===== src/rtl/store_pkg.sv =====
// Shared types and helpers for the store unit: funct3 codes, FIFO entry layout,
// FSM states and the byte-lane formatter used to build memory write beats.
package store_pkg;

    localparam logic [2:0] F3_SB = 3'b000;
    localparam logic [2:0] F3_SH = 3'b001;
    localparam logic [2:0] F3_SW = 3'b010;

    typedef struct packed {
        logic [2:0]  funct3;
        logic [31:0] addr;
        logic [31:0] data;
    } store_entry_t;

    typedef enum logic [1:0] {
        IDLE,
        BEAT0,
        BEAT1
    } store_state_t;

    // Returns {be8, d64}: an 8-byte window starting at the aligned word, so bytes
    // that spill past the word boundary land in the upper half (second beat).
    function automatic logic [71:0] fmt_store(input logic [2:0]  funct3,
                                              input logic [1:0]  offset,
                                              input logic [31:0] data);
        logic [3:0]  mask;
        logic [31:0] data_masked;
        logic [7:0]  be8;
        logic [63:0] d64;
        case (funct3)
            F3_SB:   mask = 4'h1;
            F3_SH:   mask = 4'h3;
            F3_SW:   mask = 4'hf;
            default: mask = 4'h0;
        endcase
        data_masked = data & {{8{mask[3]}}, {8{mask[2]}}, {8{mask[1]}}, {8{mask[0]}}};
        d64 = {32'h0, data_masked} << {offset, 3'b000};
        be8 = {4'h0, mask} << offset;
        return {be8, d64};
    endfunction

endpackage


===== src/rtl/store_fifo.sv =====
// In-order FIFO of pending stores. Pointers carry an extra wrap bit so that
// full and empty are distinguishable without a separate counter.
module store_fifo
    import store_pkg::*;
#(
    parameter int unsigned DEPTH = 4
) (
    input  logic         clk,
    input  logic         reset,
    input  logic         push,
    input  logic         pop,
    input  store_entry_t din,
    output store_entry_t head,
    output logic         full,
    output logic         empty,
    output logic         single
);

    localparam int unsigned AW = $clog2(DEPTH);

    store_entry_t   mem [DEPTH];
    logic [AW:0]    wptr_q;
    logic [AW:0]    rptr_q;
    logic [AW:0]    count;
    logic           do_push;
    logic           do_pop;

    assign empty   = (wptr_q == rptr_q);
    assign full    = (wptr_q[AW] != rptr_q[AW]) && (wptr_q[AW-1:0] == rptr_q[AW-1:0]);
    assign count   = wptr_q - rptr_q;
    assign single  = (count == {{AW{1'b0}}, 1'b1});
    assign do_push = push && !full;
    assign do_pop  = pop && !empty;
    assign head    = mem[rptr_q[AW-1:0]];

    always_ff @(posedge clk or posedge reset) begin
        if (reset) begin
            wptr_q <= '0;
            rptr_q <= '0;
        end else begin
            if (do_push) begin
                wptr_q <= wptr_q + {{AW{1'b0}}, 1'b1};
            end
            if (do_pop) begin
                rptr_q <= rptr_q + {{AW{1'b0}}, 1'b1};
            end
        end
    end

    always_ff @(posedge clk) begin
        if (do_push) begin
            mem[wptr_q[AW-1:0]] <= din;
        end
    end

endmodule


===== src/rtl/store_unit.sv =====
// Store unit: validates SB/SH/SW requests, queues them in order and drains each
// to memory as one or two word-aligned write beats with byte enables.
module store_unit
    import store_pkg::*;
#(
    parameter int unsigned DEPTH = 4
) (
    input  logic        clk,
    input  logic        reset,
    input  logic        in_valid,
    output logic        in_ready,
    input  logic [2:0]  funct3,
    input  logic [31:0] addr,
    input  logic [31:0] wdata,
    output logic        mem_req,
    input  logic        mem_ack,
    output logic [31:0] mem_addr,
    output logic [31:0] mem_wdata,
    output logic [3:0]  mem_be,
    output logic        empty,
    output logic        st_err
);

    store_state_t state_q, state_d;
    store_entry_t in_entry;
    store_entry_t head;
    logic         fifo_full;
    logic         fifo_empty;
    logic         fifo_single;
    logic         f3_ok;
    logic         accept;
    logic         push;
    logic         pop;
    logic         more;
    logic         split;
    logic         st_err_q;
    logic [71:0]  fmt;
    logic [7:0]   be8;
    logic [63:0]  d64;
    logic [31:0]  base;

    assign f3_ok    = (funct3 == F3_SB) || (funct3 == F3_SH) || (funct3 == F3_SW);
    assign in_ready = !fifo_full;
    assign accept   = in_valid && in_ready;
    assign push     = accept && f3_ok;
    assign in_entry = '{funct3: funct3, addr: addr, data: wdata};

    store_fifo #(
        .DEPTH(DEPTH)
    ) u_fifo (
        .clk    (clk),
        .reset  (reset),
        .push   (push),
        .pop    (pop),
        .din    (in_entry),
        .head   (head),
        .full   (fifo_full),
        .empty  (fifo_empty),
        .single (fifo_single)
    );

    assign fmt   = fmt_store(head.funct3, head.addr[1:0], head.data);
    assign be8   = fmt[71:64];
    assign d64   = fmt[63:0];
    assign split = |be8[7:4];
    assign base  = {head.addr[31:2], 2'b00};
    // A same-cycle push keeps the drain going without an idle bubble.
    assign more  = !fifo_single || push;

    always_ff @(posedge clk or posedge reset) begin
        if (reset) begin
            state_q  <= IDLE;
            st_err_q <= 1'b0;
        end else begin
            state_q  <= state_d;
            st_err_q <= accept && !f3_ok;
        end
    end

    always_comb begin
        state_d = state_q;
        case (state_q)
            IDLE: begin
                if (!fifo_empty) begin
                    state_d = BEAT0;
                end
            end
            BEAT0: begin
                if (mem_ack) begin
                    if (split) begin
                        state_d = BEAT1;
                    end else begin
                        state_d = more ? BEAT0 : IDLE;
                    end
                end
            end
            BEAT1: begin
                if (mem_ack) begin
                    state_d = more ? BEAT0 : IDLE;
                end
            end
            default: state_d = IDLE;
        endcase
    end

    always_comb begin
        mem_req   = 1'b0;
        pop       = 1'b0;
        mem_addr  = base;
        mem_be    = be8[3:0];
        mem_wdata = d64[31:0];
        case (state_q)
            BEAT0: begin
                mem_req = 1'b1;
                pop     = mem_ack && !split;
            end
            BEAT1: begin
                mem_req   = 1'b1;
                pop       = mem_ack;
                mem_addr  = base + 32'd4;
                mem_be    = be8[7:4];
                mem_wdata = d64[63:32];
            end
            default: ;
        endcase
    end

    assign empty  = fifo_empty && (state_q == IDLE);
    assign st_err = st_err_q;

endmodule


===== config.mk =====
export PLATFORM = sky130hd
export DESIGN_NAME = store_unit
export DESIGN_NICKNAME = d
export VERILOG_FILES = /design/src/rtl/store_pkg.sv /design/src/rtl/store_fifo.sv /design/src/rtl/store_unit.sv
export SDC_FILE = /design/constraint.sdc
export NUM_CORES = 1
export LEC_CHECK = 0
export ABC_CLOCK_PERIOD_IN_PS = 3700
export CORE_MARGIN = 2
export CORE_UTILIZATION = 51
export CTS_CLUSTER_SIZE = 20
export DETAILED_ROUTE_END_ITERATION = 10
export GPL_TIMING_DRIVEN = 0
export MAX_ROUTING_LAYER = met4
export PLACE_DENSITY = 0.83
export SETUP_SLACK_MARGIN = 0.15
export SYNTH_ARGS = -nofsm -noshare
export SYNTH_HDL_FRONTEND = slang
export SYNTH_SLANG_ARGS = --single-unit

===== constraint.sdc =====
create_clock -name clk -period 3.7 [get_ports clk]
set_input_delay 0.74 -clock clk [delete_from_list [all_inputs] [get_ports clk]]
set_output_delay 0.74 -clock clk [all_outputs]
set_load 0.02 [all_outputs]

==> key figures, run 1 <==
Power and ir drop
  – Pint: roughly 8.7 mW
  – Switching pwr: 4.81 mW
  – Reg power frac: between 20% and 30%
  – Switch share: a little over a third
  – Clk network pwr share: approximately 20%
  – Leakage: about 6 nW
  – Max VDD drop: roughly 0.45 mV
  – Combinational group share of total power: between 50% and 60%
  – PD cells: between 800 and 900 nW/um^2

Logic synthesis
  – Yosys reg bits: between 200 and 300
  – Cell Area, Synth: about 12000 um^2
  – Cells after synthesis: between 600 and 700
  – EDFF count, synth: about 270
  – Cell taking the most area after synthesis: edfxtp_1
  – Synth unique cells: between 60 and 70
  – Share of the synthesized area in the top cell type: roughly two thirds
  – Syn_area_per_cell: between 15 and 20 um^2
  – Register area share after synthesis: between 60% and 70%
  – Synth Flop Type: edfxtp_1
  – Synth top area cells: edfxtp_1, mux4_1, mux4_2
  – Async SR Flop Fraction: between 3 and 4%
  – Yosys warns: 0

Routing
  – 1st-iter DRT viols: 980
  – DRC viols: 0
  – Routed wire per std cell: 25.1 um
  – Via count: 7602
  – Routed wire length: 31600 um
  – DRT antenna net count: 0
  – Routed vias/inst: ~6.0
  – Initial DRT Pass Iterations: 7

Finish
  – Commonest non-fill, non-tap cell in the layout: edfxtp_1
  – Post-layout nets: roughly 1000
  – Layout cells sized above 1: between 40% and 50%
  – Post-route design area: 16500 um^2
  – Layout Utilization: a little over two thirds
  – Area grow syn2layout: 35.5%
  – Most frequent cells in the layout: edfxtp_1, buf_4, clkdlybuf4s50_1

STA
  – Slew Viols, Final: 0
  – Setup violators final: 46
  – PnR worst setup slack: -0.254 ns
  – Final Cycle Share: 107%
  – Fin. Hold Viols: 0
  – Unrepaired setup endpoints after global routing: yes
  – Clock Skew: 0.00938 ns
  – Min Tclk post-route: just under 4 ns
  – FMAX: approximately 250 MHz
  – Hold slack final: ~0.48 ns
  – Sum Neg Setup Slack: -4.71 ns

Status
  – Failing checks: negative setup slack
  – Status: finished with violations

Setup path
  – Worst Reg-to-Reg Cells: 11
  – CP max-delay cell: mux4_2
  – Critical Path Start: u_fifo.rptr_q[0]
  – Critical Path Max Stage Delay: around 0.60 ns
  – Critical path class: flop to output port
  – CP required: 2.96 ns
  – CP arrival: around 3.2 ns
  – Setup crit start kind: flop
  – Reg-to-reg startpoint: u_fifo.rptr_q[1]
  – CP most frequent cell: buf_6
  – CP top delay family: buffers and inverters
  – Critical R2R Capture: u_fifo.mem[1][45]
  – Crit path max fanout: 7
  – Reg2reg setup slack: approximately 0.70 ns
  – CP cell instances: buf_6, buf_12, buf_16, mux4_2, buf_8, nor4b_4, buf_6, buf_12, a32oi_2, nor2_1, a221o_1, buf_6
  – Crit path buf inv count: 7
  – Crit end category: output port

Clocking
  – H-tree levels: 1
  – Reg clk slew, reported paths: roughly 0.06 ns
  – CTS tree: yes
  – Hold buffer count at cts: 0
  – Clock latency on the worst-skew pair: roughly 0.53 ns
  – CTS buffer count: 27
  – Clk buf depth: 3
  – CTS Sinks: around 280
  – Root Buffer: clkbuf_16

Global route
  – Gr busiest metal: met2
  – Overflow after GRT: 0
  – Pin count of the biggest net entering global routing: 58
  – Initial antenna violation count: 2
  – M3 GR Usage: under 10%
  – Vias in the first global route: 7517
  – First-pass GRT wire length: 43100 um
  – M1 GR Usage: 30.8%
  – Met2 Track Usage GR: between 30% and 40%
  – GRT Resource Usage Total: between 20% and 30%

Worst hold path
  – HP Class: flop to flop
  – Hold endpoint: u_fifo.rptr_q[2]
  – Hold path depth: 1
  – Hold Startpoint: u_fifo.rptr_q[2]

Floorplanning
  – Initial Util: between 50% and 60%
  – IO Count: 143
  – Die span in x: 159 um
  – Row cnt: 56
  – Core ar.: 23500 um^2
  – Die Y: 159 um
  – Die area: approximately 25000 um^2

Run
  – Maxcap violations: 0

Placement
  – Port Buf Inserts: 140
  – GP Congestion: ~0.92
  – Placed inst area: ~14000 um^2
  – Dpl hpwl: around 18000 um
synth_stat cells (4+ instances only):
cell and number:
nand3_1 8, buf_2 4, inv_1 10, xor2_1 23, dfrtp_1 9, ha_1 12, and4_1 5, buf_6 11
and3_1 5, a221o_1 32, nor2_1 46, nand2_1 26, mux4_1 31, a32oi_1 8, mux2_2 9, nand4_1 5
and2_1 6, buf_4 7, xnor2_1 13, nor3_1 11, mux4_2 36, a21oi_1 4, buf_12 4, edfxtp_1 268
through the flow:
step	instances	power [mW]	worst slack, ns
floorplan	644	7.27	0.244
global placement	1103	8.95	-0.465
detailed placement	1107	9.06	-0.499
CTS	1228	12.9	-0.135
global route	1260	14.0	-0.274
finish	1260	13.5	-0.254
layer usage:
metal | wire [um] | part of all wire, %
met1 | 11700 | 37
met2 | 16100 | 51
met3 | 2640 | 8.3
met4 | 1270 | 4.0
met5 | 0 | 0
power by group through the flow:
stage	combinational, mW	clock, mW	sequential (mW)
after floorplan	3.36	0	3.91
after global placement	5.02	0	3.93
after detailed placement	5.13	0	3.93
after CTS	6.31	2.68	3.87
after global routing	7.31	2.82	3.90
final	7.01	2.66	3.88
cell families after synthesis:
| logic type | Yosys count | share of synthesized area, % |
|---|---|---|
| AO/OA/AOI/OAI | 55 | 4.15 |
| XOR/XNOR | 36 | 2.59 |
| adder cells (fa/ha/maj) | 13 | 1.40 |
| buffers and inverters | 39 | 2.67 |
| flip-flops | 277 | 67.9 |
| multiplexers | 77 | 14.3 |
| other | 1 | 0.0308 |
| AND/OR/NAND/NOR | 145 | 7.01 |
how the worst max path moves through the flow:
stage,to,slack (ns),depth (start not counted)
2_1_floorplan,mem_addr[14],0.24,10
3_3_place_gp,mem_wdata[15],-0.47,7
3_5_place_dp,mem_wdata[15],-0.50,7
4_1_cts,mem_addr[24],-0.13,13
5_1_grt,mem_addr[28],-0.27,12
6_report,mem_wdata[16],-0.25,12
registers in the layout, indices dropped and copies added (netlist names):
signal / count
u_fifo.rptr_q: 3
u_fifo.wptr_q: 3
state_q: 2
u_fifo.mem: 268
st_err: 1
cell type report:
type                            count  area, um^2
Timing Repair Buffer              246        2550
Clock buffer                       35         706
Buffer                             29         417
Multi-Input combinational cell    328        3980
Clock inverter                     14         146
Inverter                           10        37.5
Sequential cell                   277        8270
Fill cell                        1382        6960
Tap cell                          319         399
Antenna cell                        2        5.00
repair_timing:
| item | in CTS | in global routing |
|---|---|---|
| pin swaps | 36 | 43 |
| setup endpoints to repair | 68 | 65 |
| gates cloned | 5 | 1 |
| buffers inserted | 67 | 29 |
| resized for setup | 426 | 90 |
Note: power is estimated with default switching activity, not from simulation.
==> run 2: changes to the inputs <==
PLACE_DENSITY = unset   (was 0.83)
PLACE_DENSITY_LB_ADDON = 0.05   (was unset)
==> key figures, run 2 (synthesized netlist as in run 1, its figures left out) <==
Finish
  – Post-layout nets: 1017 (+1.4%)
  – FF+latch area: 8270 um^2 (unchanged)
  – Commonest non-fill, non-tap cell in the layout: edfxtp_1
  – Most frequent cells in the layout: edfxtp_1, buf_4, buf_6
  – Area grow syn2layout: 37.1%
  – Max reg flops: 268 (unchanged)
  – Area occupied by multi-input gates: 4030 um^2 (+1.1%)
  – Fill cells: 1552 (+12%)
  – Post-Layout Cell Count: 1275 (+1.2%)
  – Layout cells sized above 1: 44.4% (+2.4 points)

Placement
  – Placed cells: 1107 (unchanged)
  – GP Congestion: 0.864 (-6.3%)
  – Dpl hpwl: 18000 um (+2.7%)
  – Port Buf Inserts: 140 (unchanged)

Setup path
  – Crit path max fanout: 6 (-1)
  – CP required: 2.96 ns (about the same)
  – Crit end category: output port
  – CP arrival: 3.11 ns (-0.10 ns)
  – Critical Path Start: u_fifo.rptr_q[0]
  – Setup crit start kind: flop
  – Worst Reg-to-Reg Cells: 11 (unchanged)
  – Reg2reg setup slack: 0.57 ns (-0.13 ns)
  – Reg-to-reg startpoint: u_fifo.rptr_q[1]
  – Critical path class: flop to output port
  – Critical R2R Capture: u_fifo.mem[0][26]

Global route
  – Met2 Track Usage GR: 39.5% (+0.68 points)
  – M3 GR Usage: 3.51% (-0.054 points)
  – Overflow after GRT: 0 (unchanged)
  – M1 GR Usage: 33.6% (+2.8 points)
  – Pin count of the biggest net entering global routing: 48 (-17%)
  – Vias in the first global route: 7509 (-0.11%)
  – First-pass GRT wire length: 44300 um (+2.7%)
  – GRT Resource Usage Total: 24.6% (+0.85 points)
  – Initial antenna violation count: 2 (unchanged)
  – Gr busiest metal: met2

STA
  – Final Cycle Share: 104% (-2.9 points)
  – Fin. Hold Viols: 0 (unchanged)
  – Slew Viols, Final: 0 (unchanged)
  – PnR worst setup slack: -0.147 ns (+0.107 ns)
  – Hold slack final: 0.471 ns (-0.0138 ns)
  – Clock Skew: 0.0171 ns (+0.00775 ns)
  – Setup violators final: 49 (+6.5%)
  – FMAX: 260 MHz (+2.8%)
  – Unrepaired setup endpoints after global routing: yes
  – Min Tclk post-route: 3.85 ns (-0.107 ns)

Clocking
  – CTS tree: yes
  – Clock latency on the worst-skew pair: 0.55 ns (+0.02 ns)
  – CTS buffer count: 29 (+7.4%)
  – H-tree levels: 1 (unchanged)
  – Root Buffer: clkbuf_16
  – CTS Sinks: 277 (unchanged)
  – Clk buf depth: 3 (unchanged)
  – Reg clk slew, reported paths: 0.06 ns (about the same)

Routing
  – Routed wire per std cell: 23.8 um (-5.3%)
  – Via count: 7385 (-2.9%)
  – Routed wire length: 30300 um (-4.1%)
  – Routed vias/inst: 5.79 (-4.0%)
  – Initial DRT Pass Iterations: 7 (unchanged)
  – DRT antenna net count: 0 (unchanged)
  – 1st-iter DRT viols: 518 (-47%)
  – DRC viols: 0 (unchanged)

Power and ir drop
  – Max VDD drop: 0.502 mV (+11%)
  – Leakage: 6.10 nW (+1.5%)
  – PD cells: 828 nW/um^2 (+0.90%)

Floorplanning
  – Initial Util: 51.9% (unchanged)
  – Die area: 25100 um^2 (unchanged)
  – Row cnt: 56 (unchanged)
  – Die Y: 159 um (unchanged)
  – Core ar.: 23500 um^2 (unchanged)
  – IO Count: 143 (unchanged)
  – Die span in x: 159 um (unchanged)

Status
  – Status: finished with violations
  – Failing checks: negative setup slack

Worst hold path
  – HP Class: input pin to asynchronous set/reset pin

Run
  – Maxcap violations: 0 (unchanged)
## run 2: cell types whose count changed in the layout (fill, tap and decap cells not counted), moves of 5 or more
| cell | delta |
|---|---|
| buf_12 | -10 |
| buf_2 | -7 |
| buf_6 | +27 |
| clkbuf_1 | -7 |
| mux2_2 | -5 |
| mux2_4 | +5 |
| nand2_1 | -5 |
| nor2_1 | -5 |
## run 2: critical path, stage by stage (launching register included)
cell and delay (ns):
dfrtp_1 0.39, buf_6 0.14, buf_12 0.14, buf_12 0.14, buf_12 0.12, buf_16 0.14
buf_6 0.12, mux4_2 0.49, mux2_4 0.33, nand2_4 0.07, nor2_2 0.03, a221o_1 0.30
buf_6 0.15
## run 2: what timing repair did
action,in CTS,in global routing
buffers inserted,83,24
cloned,6,1
resized for setup,482,106
hold buffers,0,0
endpoints found under the setup margin,68,63
pin swaps,57,52
## run 2: where the power goes
part	switching (mW)	total [mW]	internal [mW]
clock network	1.14	2.77	1.63
registers	0.0901	3.87	3.78
logic	3.65	7.20	3.54
## run 2: worst max path at each step
stage / end / slack, ns / cells after the start
6_report: mem_wdata[14] / -0.15 / 12
5_1_grt: mem_wdata[5] / -0.24 / 12
4_1_cts: mem_addr[24] / -0.14 / 11
3_5_place_dp: mem_wdata[9] / -0.50 / 7
3_3_place_gp: mem_wdata[15] / -0.48 / 7
2_1_floorplan: mem_addr[14] / 0.24 / 10
## run 2: through the flow
step	total power [mW]	setup WS [ns]	cell area (um^2)	utilization, %	setup TNS [ns]
after floorplan	7.27	0.244	12200	-	0
after global placement	9.02	-0.481	14000	59.6	-127.15
after detailed placement	9.12	-0.496	14100	60.1	-15.00
after CTS	13.2	-0.143	16200	68.8	-1.81
after global routing	14.4	-0.236	16700	71.2	-7.98
final	13.8	-0.147	16700	71.2	-3.33
## run 2: layer usage
layer	vias to the layer above	part of all wire [%]
li1	3236	-
met1	3784	41
met2	285	50
met3	80	6.1
met4	0	2.8
met5	-	0
## run 2: layout make-up
type / instances / area share, %
Antenna cell: 2 / 0.0300
Clock inverter: 22 / 1.09
Buffer: 29 / 2.55
Clock buffer: 30 / 4.37
Tap cell: 319 / 2.39
Sequential cell: 277 / 49.5
Multi-Input combinational cell: 328 / 24.1
Timing Repair Buffer: 258 / 15.7
Inverter: 10 / 0.225
==> run 3: changes to the inputs <==
CORE_MARGIN = 1.5   (was 2)
==> key figures, run 3 (synthesized netlist as in run 1, its figures left out) <==
Status
  – Status: finished with violations
  – Failing checks: negative setup slack

Routing
  – Via count: 7267 (-1.6%)
  – Routed wire length: 29400 um (-3.1%)
  – DRC viols: 0 (unchanged)
  – DRT antenna net count: 0 (unchanged)
  – Routed wire per std cell: 23.1 um (-3.0%)
  – Initial DRT Pass Iterations: 8 (+1)
  – 1st-iter DRT viols: 490 (-5.4%)
  – Routed vias/inst: 5.70 (-1.5%)

STA
  – Unrepaired setup endpoints after global routing: yes
  – Setup violators final: 48 (-2.0%)
  – FMAX: 260 MHz (about the same)
  – Min Tclk post-route: 3.85 ns (+0.00115 ns)
  – Fin. Hold Viols: 0 (unchanged)
  – Clock Skew: 0.0182 ns (+0.00109 ns)
  – PnR worst setup slack: -0.148 ns (-0.00115 ns)
  – Slew Viols, Final: 0 (unchanged)
  – Final Cycle Share: 104% (about the same)

Global route
  – GRT Resource Usage Total: 24.5% (-0.13 points)
  – First-pass GRT wire length: 43300 um (-2.1%)
  – Initial antenna violation count: 1 (-1)
  – Pin count of the biggest net entering global routing: 55 (+15%)
  – Overflow after GRT: 0 (unchanged)
  – Vias in the first global route: 7425 (-1.1%)

Setup path
  – Reg-to-reg startpoint: u_fifo.rptr_q[0]
  – Setup crit start kind: flop
  – Reg2reg setup slack: 0 ns (-0.57 ns)
  – Critical path class: flop to output port
  – Critical Path Start: u_fifo.rptr_q[0]
  – Crit end category: output port
  – Critical R2R Capture: state_q[1]
  – CP required: 2.96 ns (about the same)
  – Crit path max fanout: 6 (unchanged)
  – CP arrival: 3.11 ns (about the same)
  – Worst Reg-to-Reg Cells: 22 (+11)

Finish
  – Post-layout nets: 1017 (unchanged)
  – Layout cells sized above 1: 41.6% (-2.8 points)
  – Most frequent cells in the layout: edfxtp_1, buf_4, clkdlybuf4s50_1
  – Max reg flops: 268 (unchanged)
  – Commonest non-fill, non-tap cell in the layout: edfxtp_1
  – Area grow syn2layout: 34.5%

Floorplanning
  – Core ar.: 23500 um^2 (unchanged)
  – Row cnt: 56 (unchanged)
  – Die area: 24800 um^2 (-1.3%)
  – Die Y: 158 um (-0.63%)
  – Die span in x: 158 um (-0.63%)
  – IO Count: 143 (unchanged)
  – Initial Util: 51.9% (unchanged)

Placement
  – Dpl hpwl: 17900 um (-0.73%)
  – Port Buf Inserts: 140 (unchanged)
  – GP Congestion: 0.895 (+3.6%)
  – Pre-CTS setup slack: -0.631 ns (-0.135 ns)

Clocking
  – Reg clk slew, reported paths: 0.06 ns (about the same)
  – Root Buffer: clkbuf_16
  – CTS Sinks: 277 (unchanged)
  – CTS buffer count: 29 (unchanged)
  – CTS tree: yes
  – Hold buffer count at cts: 0 (unchanged)
  – Clock latency on the worst-skew pair: 0.55 ns (about the same)
  – Clk buf depth: 3 (unchanged)
  – H-tree levels: 1 (unchanged)

Power and ir drop
  – Leakage: 5.97 nW (-2.1%)
  – Clk network pwr share: 19.7% (-0.3 points)
  – Pint: 8.64 mW (-3.4%)
  – Reg power frac: 29.0% (+1.1 points)
  – Switching pwr: 4.69 mW (-3.9%)
  – Power, Total: 13.3 mW (-3.6%)
  – Combinational group share of total power: 51.3% (-0.7 points)
  – Max VDD drop: 0.456 mV (-9.1%)
  – PD cells: 814 nW/um^2 (-1.7%)
  – Switch share: 35.2% (-0.11 points)

Worst hold path
  – HP Class: input pin to asynchronous set/reset pin

Run
  – Maxcap violations: 0 (unchanged)
-- run 3: critical path, cell delays in order, from the launching register on --
cell and delay, ns:
dfrtp_1 0.40, buf_6 0.14, buf_12 0.13, buf_4 0.15, buf_12 0.14, buf_12 0.14, buf_4 0.13, mux4_2 0.40
nand4_1 0.23, buf_4 0.22, nor3_2 0.13, xor2_1 0.19, buf_4 0.17
-- run 3: worst max-delay path by stage --
stage / to / slack, ns / cells past startpoint
after floorplan: mem_addr[14] / 0.24 / 10
after global placement: mem_wdata[15] / -0.59 / 7
after detailed placement: mem_wdata[15] / -0.63 / 7
after CTS: mem_addr[30] / -0.20 / 11
after global routing: mem_addr[24] / -0.28 / 11
final: mem_addr[30] / -0.15 / 12
-- run 3: per-layer routing --
layer  wire length (um)  vias to the layer above  GRT usage, %
met1              12400                     3722          32.7
met4                843                        0          7.14
met2              14500                      261          39.6
met5                  0                        -             -
met3               1690                       55          3.45
li1                   -                     3229             -
-- run 3: timing repair --
item / 4_1_cts / 5_1_grt
hold endpoints to repair: 0 / 0
resized for setup: 430 / 71
endpoints found under the setup margin: 68 / 67
pin swaps: 46 / 32
gates cloned: 3 / 3
buffers inserted: 85 / 23
-- run 3: area by class of cell --
type                            instances  area, um^2
Sequential cell                       277        8270
Fill cell                            1523        7080
Multi-Input combinational cell        328        3920
Timing Repair Buffer                  258        2500
Clock buffer                           38         759
Buffer                                 29         402
Tap cell                              319         399
Clock inverter                         14        97.6
Inverter                               10        37.5
Antenna cell                            1        2.50
-- run 3: power by group through the flow --
stage | sequential, mW | clock (mW) | combinational [mW]
after floorplan | 3.91 | 0 | 3.36
after detailed placement | 3.93 | 0 | 5.22
after CTS | 3.87 | 2.68 | 6.33
after global routing | 3.89 | 2.80 | 7.20
after global placement | 3.93 | 0 | 5.12
final | 3.87 | 2.63 | 6.84
-- run 3: per-stage QoR --
stage          hold slack, ns  TNS (ns)  util [%]  cells  instance area (um^2)
6_report                0.481     -3.48      69.8   1274                 16400
4_1_cts                 0.475     -3.02      68.0   1247                 16000
5_1_grt                 0.510     -9.20      69.8   1274                 16400
3_3_place_gp            0.479   -132.43      59.6   1103                 14000
3_5_place_dp            0.483    -17.10      60.1   1107                 14100
2_1_floorplan           0.462         0         -    644                 12200
